==> src/rtl/sub_serial_pkg.sv <==
// ============================================================================
// sub_serial_pkg : shared types and helpers for the bit-serial subtractor
// Revision       : 1.0
// ============================================================================
`default_nettype none

package sub_serial_pkg;

    localparam int DEFAULT_WIDTH = 4;

    typedef enum logic [1:0] {
        IDLE  = 2'd0,
        SHIFT = 2'd1,
        DONE  = 2'd2
    } state_t;

    // Bit-counter width; never narrower than one bit.
    function automatic int cnt_width(input int width);
        return (width > 2) ? $clog2(width) : 1;
    endfunction

endpackage

`default_nettype wire

==> src/rtl/sub_full.sv <==
// ============================================================================
// sub_full : combinational full subtractor cell, d = x - y - z, borrow bo
// Revision : 1.0
// ============================================================================
`default_nettype none

module sub_full (
    input  logic x,
    input  logic y,
    input  logic z,
    output logic d,
    output logic bo
);

    assign d  = x ^ y ^ z;
    assign bo = (~x & y) | (~(x ^ y) & z);

endmodule

`default_nettype wire

==> src/rtl/sub_serial.sv <==
// ============================================================================
// sub_serial : LSB-first bit-serial subtractor, diff = a - b - b_in
//              Optional signed-overflow output enabled by SUB_SERIAL_OVF_EN.
// Revision   : 1.0
// ============================================================================
`default_nettype none

module sub_serial
    import sub_serial_pkg::*;
#(
    parameter int WIDTH = DEFAULT_WIDTH
) (
    input  logic             clk,
    input  logic             rst_n,
    input  logic             start,
    input  logic [WIDTH-1:0] a,
    input  logic [WIDTH-1:0] b,
    input  logic             b_in,
    output logic             busy,
    output logic             done,
    output logic [WIDTH-1:0] diff,
    output logic             b_out
`ifdef SUB_SERIAL_OVF_EN
    ,
    output logic             ovf
`endif
);

    localparam int                 c_cnt_w = cnt_width(WIDTH);
    localparam logic [c_cnt_w-1:0] c_last  = c_cnt_w'(WIDTH - 1);

    state_t             r_state;
    logic [WIDTH-1:0]   r_a;
    logic [WIDTH-1:0]   r_b;
    logic               r_br;
    logic [WIDTH-1:0]   r_diff_sr;
    logic [c_cnt_w-1:0] r_cnt;

    logic               w_d;
    logic               w_bo;
    logic [WIDTH-1:0]   w_sr_next;

    sub_full u_sub_full (
        .x  (r_a[0]),
        .y  (r_b[0]),
        .z  (r_br),
        .d  (w_d),
        .bo (w_bo)
    );

    assign w_sr_next = {w_d, r_diff_sr[WIDTH-1:1]};

    always_ff @(posedge clk or negedge rst_n) begin
        if (!rst_n) begin
            r_state   <= IDLE;
            r_a       <= '0;
            r_b       <= '0;
            r_br      <= 1'b0;
            r_diff_sr <= '0;
            r_cnt     <= '0;
            busy      <= 1'b0;
            done      <= 1'b0;
            diff      <= '0;
            b_out     <= 1'b0;
`ifdef SUB_SERIAL_OVF_EN
            ovf       <= 1'b0;
`endif
        end else begin
            case (r_state)
                IDLE: begin
                    done <= 1'b0;
                    if (start) begin
                        r_a       <= a;
                        r_b       <= b;
                        r_br      <= b_in;
                        r_cnt     <= '0;
                        r_diff_sr <= '0;
                        busy      <= 1'b1;
                        r_state   <= SHIFT;
                    end
                end
                SHIFT: begin
                    r_br      <= w_bo;
                    r_diff_sr <= w_sr_next;
                    r_a       <= r_a >> 1;
                    r_b       <= r_b >> 1;
                    r_cnt     <= r_cnt + 1'b1;
                    if (r_cnt == c_last) begin
                        diff    <= w_sr_next;
                        b_out   <= w_bo;
`ifdef SUB_SERIAL_OVF_EN
                        // Borrow into the MSB differs from borrow out of it.
                        ovf     <= r_br ^ w_bo;
`endif
                        busy    <= 1'b0;
                        done    <= 1'b1;
                        r_state <= DONE;
                    end
                end
                DONE: begin
                    done    <= 1'b0;
                    r_state <= IDLE;
                end
                default: begin
                    busy    <= 1'b0;
                    done    <= 1'b0;
                    r_state <= IDLE;
                end
            endcase
        end
    end

endmodule

`default_nettype wire

==> config.mk <==
export PLATFORM = sky130hd
export DESIGN_NAME = sub_serial
export DESIGN_NICKNAME = d
export VERILOG_FILES = /design/src/rtl/sub_serial_pkg.sv /design/src/rtl/sub_full.sv /design/src/rtl/sub_serial.sv
export SDC_FILE = /design/constraint.sdc
export NUM_CORES = 1
export LEC_CHECK = 0
export ABC_CLOCK_PERIOD_IN_PS = 1400
export BUFFER_PORTS_ARGS = -buffer_cell sky130_fd_sc_hd__buf_2
export CAP_MARGIN = 10
export CORE_MARGIN = 8
export CORE_UTILIZATION = 35
export DETAILED_ROUTE_END_ITERATION = 7
export PLACE_DENSITY_LB_ADDON = 0.25
export SYNTH_ARGS = -nofsm -noshare
export SYNTH_HDL_FRONTEND = slang
export SYNTH_SLANG_ARGS = --single-unit
==> constraint.sdc <==
create_clock -name clk -period 1.4 [get_ports clk]
set_input_delay 0.07 -clock clk [delete_from_list [all_inputs] [get_ports clk]]
set_output_delay 0.07 -clock clk [all_outputs]
set_load 0.005 [all_outputs]
# After elaboration in Yosys (flattened, before gate mapping)
# Cells that the tools add are included.
[totals]
regBits = 24
elab_cells = 48
output_inout_bits = 7
in_bits = 12
[op_classes]
addsub = 1
bitwise_logic = 8
reduce_logical = 6
n_eq_ne = 5
n_mux = 18
[op_table]
columns = ["operator", "n"]
rows = [
  ["4-bit one-hot mux with 2 select lines", 3],
  ["4-bit 2-to-1 mux", 3],
  ["2-bit one-hot mux with 2 select lines", 2],
  ["2-bit 2-to-1 mux", 3],
  ["2-bit AND reduction", 3],
  ["1-bit 2-to-1 mux", 5],
  ["2-bit == test (second input constant)", 2],
  ["2-bit inequality test (second input constant)", 2],
  ["1-bit NOT", 3],
  ["1-bit one-hot mux with 3 select lines", 1],
  ["3-bit AND reduction", 1],
  ["2-bit by 1-bit adder with 2-bit output (second input constant)", 1],
  ["1-bit bitwise AND", 2],
  ["2-bit by 1-bit == test with 1-bit output (second input constant)", 1],
  ["2-bit zero test", 1],
  ["1-bit one-hot mux with 2 select lines", 1],
  ["2-bit nonzero test", 1],
  ["1-bit bitwise XOR", 2],
  ["1-bit bitwise OR", 1],
]

# Longest topological paths before layout
[depth]
word_depth = 5
mapped_depth = 4
mapped_depth_nobuf = 4

# By module
# From an unflattened synthesis, not the netlist that was laid out.
[unflattened]
hier_cells = 86
area_unflattened_um2 = 1002.2
[by_module_without_submodules]
columns = ["module", "area_each_um2", "seq_area_each_um2", "instances", "cells_each"]
rows = [
  ["sub_serial", 970.9, 575.6, 1, 82],
  ["sub_full", 31.3, 0.0, 1, 4],
]

# Worst setup path after synthesis
# No wires, ideal clock.
[synth_path]
path_kind = "reg-to-reg"
start = "register r_cnt[0]"
end = "register diff[0]"
arrival_ps = 1151
slack_ps = 124
required_ps = 1275
n_path_buf = 0
stages_incl_launch_ff = 4
setup_time_ps = 125
period_less_slack_ps = 1276
path_cell_list = "dfrtp_1 ha_1 nand3b_1 mux2_2"
[synth_between]
elab_chain_cells = 2
[synth_rtl]
columns = ["element", "line", "text"]
rows = [
  ["start, declared", "sub_serial.sv:37", "logic [c_cnt_w-1:0] r_cnt;"],
  ["start signal, assigned", "sub_serial.sv:87", "r_cnt <= r_cnt + 1'b1;"],
  ["2-bit == test", "sub_serial.sv:88", "if (r_cnt == c_last) begin"],
  ["2-bit AND reduction (no source line)", "n/a", ""],
  ["end signal, assigned", "sub_serial.sv:89", "diff <= w_sr_next;"],
  ["end, declared", "sub_serial.sv:21", "output logic [WIDTH-1:0] diff,"],
]
# No other way between the ends.
# A chain may end at the register's enable or synchronous reset.

# Final worst setup path
# Same ends and word-level chain as after synthesis.

==> out/metrics.cfg <==
[clock_tree]
clk_latency_ps = 310
htree_levels = 1
clk_pin_slew_worst_paths_ps = 120
clock-root-buffer = clkbuf_4
ctsLongestPathBuffers = 2
numClockSinks = 23
cts-buffers-inserted = 3
cts_tree = done
cts_resized = 0

[final_layout]
fill_cells = 268
final_core_util_pct = 43.9
final_common_cell = dfrtp_1
antenna_cells = 0
drive_above_1_share_pct = 33.0
area.growth.synth_to_final_pct = 20.8
layout.nets = 124
final_cell_mix = dfrtp_1, buf_2, nor2_1
finalNonFillerCells = 140

[timing]
slew_headroom_pct = 65.7
tns_ps = 0
fin_crit_sh_pct = 95.2
setup_viol = 0
hold_slack_ps = 70.8
tightest_slew_ps = 514
rsz0062_at_grt = no
hold_violations = 0
drv_slew = 0
min_period_ps = 1330
max_freq_ghz = 0.750
fin_skew_ps = 6.37

[power]
peakVddDrop_mv = 0.849
pwr-share-comb_pct = 42.9
seq_power_share_pct = 45.1
total_power_w = 0.00257
power_frac_clock_pct = 12.0
p_per_area_nw_per_um2 = 2160
cellInternalPower_w = 0.00167
switching_share_pct = 34.9
switchingPower_w = 0.000899
cellLeakagePower_nw = 0.571

[drt]
ant_nets = 0
drt_wl_total_mm = 2.02
post_drt_wl_per_cell_um = 14.4
viasPerCell = 5.21
first_pass_iters = 4
vias = 730
drc_errors = 0
drt-initial-drc-count = 32

[worst_setup_path]
start_kind = register
max_stage_delay_ps = 410
r2r-end = diff[0]
cp_top_family = flip-flops
crit_chain = ha_1, nand3b_1, mux2_2
worst_ep_arrival_time_ps = 1540
crit_required_ps = 1610
slowest_stage = dfrtp_1
endpoint_kind = register
path_class = register to register
worstPathMaxFanout = 6
worst-r2r-setup-slack_ps = 70
r2r_start = r_cnt[0]
ff2ff_path_depth = 3
path_buf_inv = 0

[die]
dieArea_um2 = 4770
core_um2 = 2710
die_w_um = 69.0
row_count = 19
ios = 19
die_h_um = 69.0
initial_core_util_pct = 36.3

[min_path]
whs_endpoint = r_br
worstHoldStart = b_in
hp-class = input port to register
hold_depth = 3

[placed_design]
dpl.cell_count = 132
gp_congestion = 0.781
hpwl_mm = 1.47
portBuffers = 18

[global_route]
grt_max_degree = 24
grt_pass1_vias = 731
overflow = 0
grt_usage_pct = 8.44
antenna_found_initial = 0
grt_pass1_wl_mm = 3.32

[synthesis]
ys_seq_area_share_pct = 58.4
syn-instance-count = 82
synthesis.area_um2 = 985
synth_seq_cells = 23
ys_types = 23
syn_nets = 96
syn_avg_cell_area_um2 = 12.0
yosys_warnings = 0

[flow_run]
maxCapViolCount = 0

[run_status]
status = finished clean

## routing by layer
layer | GRT usage, % | up-vias | share of wire [%]
met5 | 0 | - | 0
met4 | 4.56 | 0 | 1.6
met3 | 3.29 | 4 | 5.0
met2 | 11.7 | 16 | 44
met1 | 10.9 | 361 | 49
li1 | - | 349 | -
## power by group through the flow
stage          clock network [W]  logic (W)  registers, W
2_1_floorplan                  0   0.000785       0.00112
3_3_place_gp                   0    0.00107       0.00117
3_5_place_dp                   0    0.00109       0.00118
4_1_cts                 0.000316    0.00111       0.00116
5_1_grt                 0.000357    0.00125       0.00119
6_report                0.000309    0.00110       0.00116
## stage by stage
stage,setup WS (ps),instance area [µm²]
floorplan,124,985
global placement,97.1,1130
detailed placement,62.3,1130
CTS,44.4,1180
global route,3.25,1190
finish,67.3,1190
## registers in the layout, summed over array words and instances, names as in the netlist
signal     cells
diff           4
b_out          1
r_state        2
r_cnt          2
r_b            4
done           1
r_br           1
busy           1
r_diff_sr      3
r_a            4
## worst max-delay path by stage
stage / start / endpoint / slack (ps) / cells after the start
5_1_grt: r_cnt[0] / diff[0] / 3 / 3
6_report: r_cnt[0] / diff[0] / 70 / 3
2_1_floorplan: r_cnt[0] / diff[0] / 120 / 3
4_1_cts: r_cnt[0] / diff[0] / 40 / 3
3_5_place_dp: r_cnt[0] / diff[0] / 60 / 3
3_3_place_gp: r_cnt[0] / diff[3] / 100 / 3
## Yosys cell counts (all sizes together)
master	number	area, µm²
dfrtp	23	576
nor2	8	30.0
o21ai	6	30.0
nand3b	5	37.5
a22o	4	35.0
inv	4	15.0
mux2	4	45.0
nand2	4	15.0
o221a	4	45.0
buf	3	17.5
nor2b	3	18.8
a211oi	2	15.0
nand2b	2	12.5
nor3	2	10.0
a21oi	1	5.00
a222oi	1	10.0
fa	1	20.0
ha	1	12.5
o21a	1	7.51
o21ba	1	10.0
o21bai	1	11.3
o22ai	1	6.26
## cell type report
class / count / area (µm²) / share of cell area [%]
inverter: 4 / 15.0 / 1.26
multi-input combinational: 52 / 377 / 31.7
timing repair buffer: 26 / 158 / 13.2
clock buffer: 4 / 26.3 / 2.21
tap: 31 / 38.8 / 3.26
sequential: 23 / 576 / 48.4
## tightest hold or removal path, cell delays in order
cell and delay (ps):
buf_2 100, nor2b_1 100, a222oi_1 80
## timing repair
item | CTS | global route
buffers inserted | 0 | 1
setup endpoints to repair | 0 | 2
endpoints found under the hold margin | 25 | 0
hold buffers | 3 | 0
## cells by family (layout without fill, tap and decap cells)
group           Yosys count  after routing  synth area share (%)
simple gates             24             24                  12.6
flops                    23             23                  58.4
buf+inv                   7             34                  3.30
compound gates           22             22                  17.8
mux                       4              4                  4.57
fa+ha+maj                 2              2                  3.30
(Power assumes the default switching activity.)
